===== config.mk =====
export PLATFORM = sky130hd
export DESIGN_NAME = ptw_responder
export DESIGN_NICKNAME = d
export VERILOG_FILES = /design/src/rtl/ptw_responder_pkg.sv /design/src/rtl/ptw_responder_pte_cache.sv /design/src/rtl/ptw_responder.sv
export SDC_FILE = /design/constraint.sdc
export NUM_CORES = 1
export LEC_CHECK = 0
export ABC_AREA = 1
export CORE_ASPECT_RATIO = 0.8
export CORE_MARGIN = 4
export CORE_UTILIZATION = 45
export CTS_BUF_LIST = sky130_fd_sc_hd__clkbuf_2 sky130_fd_sc_hd__clkbuf_4 sky130_fd_sc_hd__clkbuf_8
export DETAILED_ROUTE_END_ITERATION = 16
export PLACE_DENSITY = 0.67
export SKIP_CTS_REPAIR_TIMING = 1
export SYNTH_ARGS = -nofsm -noshare
export SYNTH_HDL_FRONTEND = slang
export SYNTH_SLANG_ARGS = --single-unit

===== constraint.sdc =====
create_clock -name clk -period 4.2 [get_ports clk]
set_input_delay 0.63 -clock clk [delete_from_list [all_inputs] [get_ports clk]]
set_output_delay 0.63 -clock clk [all_outputs]
set_load 0.03 [all_outputs]

===== src/rtl/ptw_responder_pkg.sv =====
`default_nettype none
// ============================================================================
//  Module      : ptw_responder_pkg
//  Description : Shared types for the PTW responder: FSM state encoding and
//                the PTE cache entry layout.
//  Revision    : 1.0 - initial release
// ============================================================================
package ptw_responder_pkg;

    typedef enum logic [2:0] {
        ST_IDLE     = 3'd0,
        ST_WAIT_BUS = 3'd1,
        ST_BUS_RD   = 3'd2,
        ST_RESP     = 3'd3,
        ST_COOL     = 3'd4
    } ptw_resp_state_t;

    typedef struct packed {
        logic        valid;
        logic [29:0] tag;
        logic [31:0] data;
    } pte_entry_t;

    // Every PTE read is a full aligned word.
    localparam logic [3:0] c_wb_sel_all = 4'b1111;

    // PTEs are word aligned; the byte offset never takes part in matching.
    function automatic logic [29:0] pte_tag(input logic [31:0] addr);
        return addr[31:2];
    endfunction

endpackage
`default_nettype wire


===== src/rtl/ptw_responder_pte_cache.sv =====
`default_nettype none
// ============================================================================
//  Module      : pte_cache
//  Description : Small fully-associative PTE cache. Combinational lookup,
//                single-word fill (matching entry, else lowest free entry,
//                else round-robin victim), global flush of valid bits.
//  Revision    : 1.0 - initial release
// ============================================================================
module pte_cache
    import ptw_responder_pkg::*;
#(
    parameter int PTE_ENTRIES = 4
) (
    input  logic        clk,
    input  logic        rst,
    input  logic [29:0] lookup_tag,
    output logic        lookup_hit,
    output logic [31:0] lookup_data,
    input  logic        fill_en,
    input  logic [29:0] fill_tag,
    input  logic [31:0] fill_data,
    input  logic        flush
);

    localparam int c_idx_w = (PTE_ENTRIES > 1) ? $clog2(PTE_ENTRIES) : 1;

    pte_entry_t         r_entries [PTE_ENTRIES];
    logic [c_idx_w-1:0] r_victim;

    logic               w_fill_match;
    logic [c_idx_w-1:0] w_match_idx;
    logic               w_has_free;
    logic [c_idx_w-1:0] w_free_idx;
    logic [c_idx_w-1:0] w_fill_idx;
    logic               w_evict;
    logic [c_idx_w-1:0] w_victim_next;

    // Associative lookup against all valid entries.
    always_comb begin
        lookup_hit  = 1'b0;
        lookup_data = '0;
        for (int i = 0; i < PTE_ENTRIES; i++) begin
            if (r_entries[i].valid && (r_entries[i].tag == lookup_tag)) begin
                lookup_hit  = 1'b1;
                lookup_data = r_entries[i].data;
            end
        end
    end

    // Fill slot selection; descending scan so the lowest index wins.
    always_comb begin
        w_fill_match = 1'b0;
        w_match_idx  = '0;
        w_has_free   = 1'b0;
        w_free_idx   = '0;
        for (int i = PTE_ENTRIES - 1; i >= 0; i--) begin
            if (r_entries[i].valid && (r_entries[i].tag == fill_tag)) begin
                w_fill_match = 1'b1;
                w_match_idx  = i[c_idx_w-1:0];
            end
            if (!r_entries[i].valid) begin
                w_has_free = 1'b1;
                w_free_idx = i[c_idx_w-1:0];
            end
        end
        w_evict       = !w_fill_match && !w_has_free;
        w_fill_idx    = w_fill_match ? w_match_idx :
                        (w_has_free  ? w_free_idx  : r_victim);
        w_victim_next = (r_victim == c_idx_w'(PTE_ENTRIES - 1)) ? '0 : r_victim + 1'b1;
    end

    // Entry storage: flush beats fill; victim pointer moves only on eviction.
    always_ff @(posedge clk) begin
        if (rst) begin
            for (int i = 0; i < PTE_ENTRIES; i++) begin
                r_entries[i] <= '0;
            end
            r_victim <= '0;
        end else if (flush) begin
            for (int i = 0; i < PTE_ENTRIES; i++) begin
                r_entries[i].valid <= 1'b0;
            end
        end else if (fill_en) begin
            r_entries[w_fill_idx] <= '{valid: 1'b1, tag: fill_tag, data: fill_data};
            if (w_evict) begin
                r_victim <= w_victim_next;
            end
        end
    end

endmodule
`default_nettype wire


===== src/rtl/ptw_responder.sv =====
`default_nettype none
// ============================================================================
//  Module      : ptw_responder
//  Description : Slave endpoint of the PTW read port. Serves hits from the
//                PTE cache in one cycle, turns misses into a single-word
//                Wishbone read on the bus shared with the DCache.
//  Revision    : 1.0 - initial release
// ============================================================================
module ptw_responder
    import ptw_responder_pkg::*;
#(
    parameter int PTE_ENTRIES = 4
) (
    input  logic        clk,
    input  logic        rst,
    input  logic [31:0] ptw_addr_i,
    input  logic        ptw_req_i,
    output logic [31:0] ptw_data_o,
    output logic        ptw_ack_o,
    input  logic        sfence_i,
    input  logic        bus_busy_i,
    output logic        ptw_bus_own_o,
    output logic        wb_cyc_o,
    output logic        wb_stb_o,
    output logic [31:0] wb_adr_o,
    output logic [3:0]  wb_sel_o,
    output logic        wb_we_o,
    input  logic [31:0] wb_dat_i,
    input  logic        wb_ack_i
);

    ptw_resp_state_t r_state;
    ptw_resp_state_t w_next_state;
    logic [29:0]     r_tag;
    logic            r_abort;
    logic            r_poison;
    logic [31:0]     r_data;
    logic            r_ack;
    logic            r_cyc;

    logic [29:0]     w_req_tag;
    logic            w_cache_hit;
    logic [31:0]     w_cache_data;
    logic            w_hit;
    logic            w_abort_now;
    logic            w_fill_en;
    logic            w_bus_own;
    logic            w_unused_addr_lsb;

    assign w_req_tag         = pte_tag(ptw_addr_i);
    assign w_unused_addr_lsb = ^ptw_addr_i[1:0];

    // A flush in the lookup cycle turns a hit into a miss.
    assign w_hit       = w_cache_hit && !sfence_i;
    // The arbiter dropped or redirected the request we are working on.
    assign w_abort_now = r_abort || !ptw_req_i || (w_req_tag != r_tag);
    // Fills landing with or after an sfence would resurrect stale PTEs.
    assign w_fill_en   = (r_state == ST_BUS_RD) && wb_ack_i && !r_poison && !sfence_i;

    pte_cache #(
        .PTE_ENTRIES (PTE_ENTRIES)
    ) u_pte_cache (
        .clk         (clk),
        .rst         (rst),
        .lookup_tag  (w_req_tag),
        .lookup_hit  (w_cache_hit),
        .lookup_data (w_cache_data),
        .fill_en     (w_fill_en),
        .fill_tag    (r_tag),
        .fill_data   (wb_dat_i),
        .flush       (sfence_i)
    );

    // Next-state and bus ownership; a free bus at miss time skips WAIT_BUS.
    always_comb begin
        w_next_state = r_state;
        w_bus_own    = 1'b0;
        case (r_state)
            ST_IDLE: begin
                if (ptw_req_i) begin
                    if (w_hit) begin
                        w_next_state = ST_RESP;
                    end else if (!bus_busy_i) begin
                        w_next_state = ST_BUS_RD;
                        w_bus_own    = 1'b1;
                    end else begin
                        w_next_state = ST_WAIT_BUS;
                    end
                end
            end
            ST_WAIT_BUS: begin
                if (w_abort_now) begin
                    w_next_state = ST_IDLE;
                end else if (!bus_busy_i) begin
                    w_next_state = ST_BUS_RD;
                    w_bus_own    = 1'b1;
                end
            end
            ST_BUS_RD: begin
                w_bus_own = 1'b1;
                if (wb_ack_i) begin
                    w_next_state = w_abort_now ? ST_COOL : ST_RESP;
                end
            end
            ST_RESP: w_next_state = ST_COOL;
            ST_COOL: w_next_state = ST_IDLE;
            default: w_next_state = ST_IDLE;
        endcase
    end

    // State, request context and registered outputs.
    always_ff @(posedge clk) begin
        if (rst) begin
            r_state  <= ST_IDLE;
            r_tag    <= '0;
            r_abort  <= 1'b0;
            r_poison <= 1'b0;
            r_data   <= '0;
            r_ack    <= 1'b0;
            r_cyc    <= 1'b0;
        end else begin
            r_state <= w_next_state;
            r_ack   <= (w_next_state == ST_RESP);
            r_cyc   <= (w_next_state == ST_BUS_RD);
            case (r_state)
                ST_IDLE: begin
                    if (ptw_req_i) begin
                        r_tag    <= w_req_tag;
                        r_abort  <= 1'b0;
                        r_poison <= 1'b0;
                        if (w_hit) begin
                            r_data <= w_cache_data;
                        end
                    end
                end
                ST_WAIT_BUS: begin
                    if (w_abort_now) begin
                        r_abort <= 1'b1;
                    end
                end
                ST_BUS_RD: begin
                    if (w_abort_now) begin
                        r_abort <= 1'b1;
                    end
                    if (sfence_i) begin
                        r_poison <= 1'b1;
                    end
                    if (wb_ack_i) begin
                        r_data <= wb_dat_i;
                    end
                end
                default: ;
            endcase
        end
    end

    assign ptw_data_o    = r_data;
    assign ptw_ack_o     = r_ack;
    assign ptw_bus_own_o = w_bus_own;
    assign wb_cyc_o      = r_cyc;
    assign wb_stb_o      = r_cyc;
    assign wb_adr_o      = {r_tag, 2'b00};
    assign wb_sel_o      = c_wb_sel_all;
    assign wb_we_o       = 1'b0;

endmodule
`default_nettype wire


==> impl_metrics.json <==
{
  "vias": 18400,
  "hold_violations": 0,
  "crit_path_start_kind": "primary input",
  "max_freq_mhz": 257,
  "holdPathStages": 2,
  "fin_skew_ps": 40.1,
  "slew_headroom_pct": 44.4,
  "grt_overflow_total": 0,
  "synth.distinct_cells": 46,
  "slowest_stage": "clkdlybuf4s50_1",
  "clkLatencyLatePin_ps": 660,
  "cp.arrival_ps": 3270,
  "yosysWarningCount": 0,
  "drt-vias-per-instance": 5.61,
  "path_class": "in2out",
  "numClockSinks": 323,
  "design_area_um2": 21900,
  "cts_tree": "yes",
  "fill_cells": 3975,
  "slowest_delay_ps": 590,
  "die_area_um2": 44900,
  "avgSynthCellArea_um2": 7.34,
  "dr_wl_met3_um": 12100,
  "required_ps": 3570,
  "timing.final.crit_share_pct": 92.8,
  "io_pins": 143,
  "path_clk_slew_ps": 60,
  "finalSetupViolCount": 0,
  "path_buf_inv": 3,
  "cts_root_buffer": "clkbuf_8",
  "grt_pass1_wl_um": 114000,
  "dp_hpwl_um": 59200,
  "synth_ff_type": "edfxtp_1",
  "syn_to_final_growth_pct": 17.3,
  "path_max_fanout": 5,
  "synthesis.area_um2": 18700,
  "htreeDepth": 2,
  "worst_pin_slew_ps": 829,
  "port-buffer-count": 133,
  "ir_drop_mv": 0.323,
  "async_reset_ff_share_pct": 0,
  "track_usage_pct": 35.1,
  "postPlaceCellArea_um2": 20700,
  "die_y_um": 190,
  "rows": 66,
  "hp-class": "reg2reg",
  "drv_slew": 0,
  "yosys_register_bits": 323,
  "wl_per_cell_um": 24.9,
  "fp.dieW_um": 236,
  "cp-startpoint": "ptw_addr_i[31]",
  "maxCapViolations": 0,
  "critPathCaptureType": "output port",
  "dr_wl_met2_um": 32100,
  "crit_top_cell": "nand2_1",
  "core_um2": 40800,
  "initial_core_util_pct": 45.8,
  "drtPass1Iterations": 6,
  "p_leak_nw": 9.49,
  "power_mw": 8.29,
  "wl_um": 81600,
  "drtIter0Drc": 2631,
  "syn_inst": 2546,
  "antenna_left": 0,
  "drc": 0,
  "layout.nets": 2762,
  "grt_antenna_before_repair": 0,
  "seq_area_frac_synth_pct": 47.9,
  "cts_buffer_depth": 3,
  "top_layer_used": "met4",
  "power_density_nw_per_um2": 378,
  "grt_pass1_vias": 16400,
  "synth_enable_flop_cells": 248,
  "drive_gt1_share_pct": 8.04,
  "rsz0062_at_grt": "no",
  "tns_ps": 0,
  "rr_worst_depth": 13,
  "min_from": "r_poison$_SDFFE_PP0P_",
  "layout_min_cycle_time_ps": 3900,
  "gp_congestion": 1.03,
  "grt_max_degree": 66,
  "wl_met1_um": 35500,
  "cp.depth": 14,
  "path_delay_family": "simple AND/OR/NAND/NOR gates",
  "path_cells": "clkdlybuf4s50_1 > buf_4 > xor2_1 > nor2_1 > nand2_1 > nor2_1 > nand2_1 > nor2_4 > nor2_1 > nand2_1 > nand2_1 > nand2_1 > o211ai_1 > buf_4",
  "status": "completed",
  "timing.rr.start": "r_tag[1]$_SDFFE_PP0P_",
  "cts_buffers": 56
}
-- registers in the layout, indices dropped and copies added, names as in the netlist --
| signal | cells |
|---|---|
| r_tag | 30 |
| r_poison | 1 |
| r_state | 3 |
| ptw_ack_o | 1 |
| ptw_data_o | 32 |
| u_pte_cache.r_victim | 2 |
| r_abort | 1 |
| u_pte_cache.r_entries | 252 |
| wb_cyc_o | 1 |
-- metal layers --
| layer | GRT usage, % | vias up |
|---|---|---|
| met5 | 0 | - |
| met4 | 8.35 | 0 |
| met3 | 11.7 | 114 |
| met2 | 47.7 | 1200 |
| met1 | 53.6 | 8704 |
| li1 | - | 8386 |
-- synth_stat cells (19+ instances only) --
library cell	instances	area (µm²)
xnor2_1	28	245
o21ai_0	108	541
inv_2	19	71.3
nand3_1	97	485
inv_1	278	1040
o22ai_1	26	163
nand2_1	728	2730
edfxtp_1	248	7450
xor2_1	34	298
nor3_1	29	145
dfxtp_1	75	1500
nand4_1	52	325
a21oi_1	135	676
buf_2	60	300
nor2_1	511	1920
clkbuf_1	32	120
-- through the flow --
stage	hold WS, ps	utilization [%]	std cells	setup slack (ps)
after floorplan	452	-	2551	412
after global placement	469	50.9	3177	387
after detailed placement	481	50.9	3177	387
after CTS	496	53.7	3282	373
after global routing	507	53.7	3282	203
final	507	53.7	3283	302
-- cells in the final DEF, fill, tap and decap left out, drive strengths merged, types with 2 or more instances in the layout --
cell,count
a21oi,136
and2,2
buf,74
clkbuf,91
clkdlybuf4s50,132
clkinv,13
conb,7
dfxtp,75
edfxtp,248
inv,299
nand2,734
nand2b,2
nand3,101
nand3b,7
nand4,52
nor2,515
nor3,29
nor3b,2
o211ai,3
o21ai,113
o22ai,26
or2,8
xnor2,28
xor2,34
-- report_power, final --
part | total, mW | switching (mW) | internal [mW]
Sequential | 3.71 | 0.145 | 3.57
Clock | 3.06 | 1.41 | 1.66
Combinational | 1.51 | 1.06 | 0.447
-- kinds of logic (layout without fill, tap and decap cells) --
family | count (synthesis) | in the layout | synth area share, %
adder cells (fa/ha/maj) | 1 | 1 | 0.0670
flip-flops | 323 | 323 | 47.9
other | 2 | 8 | 0.0402
XOR/XNOR | 62 | 62 | 2.91
AO/OA/AOI/OAI | 281 | 281 | 7.89
AND/OR/NAND/NOR | 1455 | 1455 | 31.6
buffers and inverters | 422 | 609 | 9.61
-- path summary, 6_finish.rpt --
kind | end | slack [ps]
worst max register to register | u_pte_cache.r_entries[1][26]$_SDFFCE_PN0P_ | 530
worst min-delay path | r_poison$_SDFFE_PP0P_ | 510
worst max-delay path | ptw_bus_own_o | 300
worst min register to register | r_poison$_SDFFE_PP0P_ | 510
-- cell type report --
cell class,instances,area [µm²],share of cell area (%)
Inverter,298,1120,5.10
Multi-Input combinational cell,1806,8000,36.5
Clock inverter,14,71.3,0.325
Antenna cell,1,2.50,0.0114
Timing Repair Buffer,206,2000,9.13
Sequential cell,323,8950,40.8
Tap cell,544,681,3.10
Clock buffer,91,1100,5.03
-- worst reg2reg max path, stage by stage (launching register included) --
cell and delay [ps]:
dfxtp_1 580, inv_2 230, nand2_1 290, nand3_1 120, nor2_1 110, nand4_1 390
nor2_1 480, nand2_1 90, nand2_1 100, nand2_2 110, nand2_2 140, nand2_4 70
nand2_2 90, buf_4 440
No activity file was read; power rests on OpenSTA's default activity.
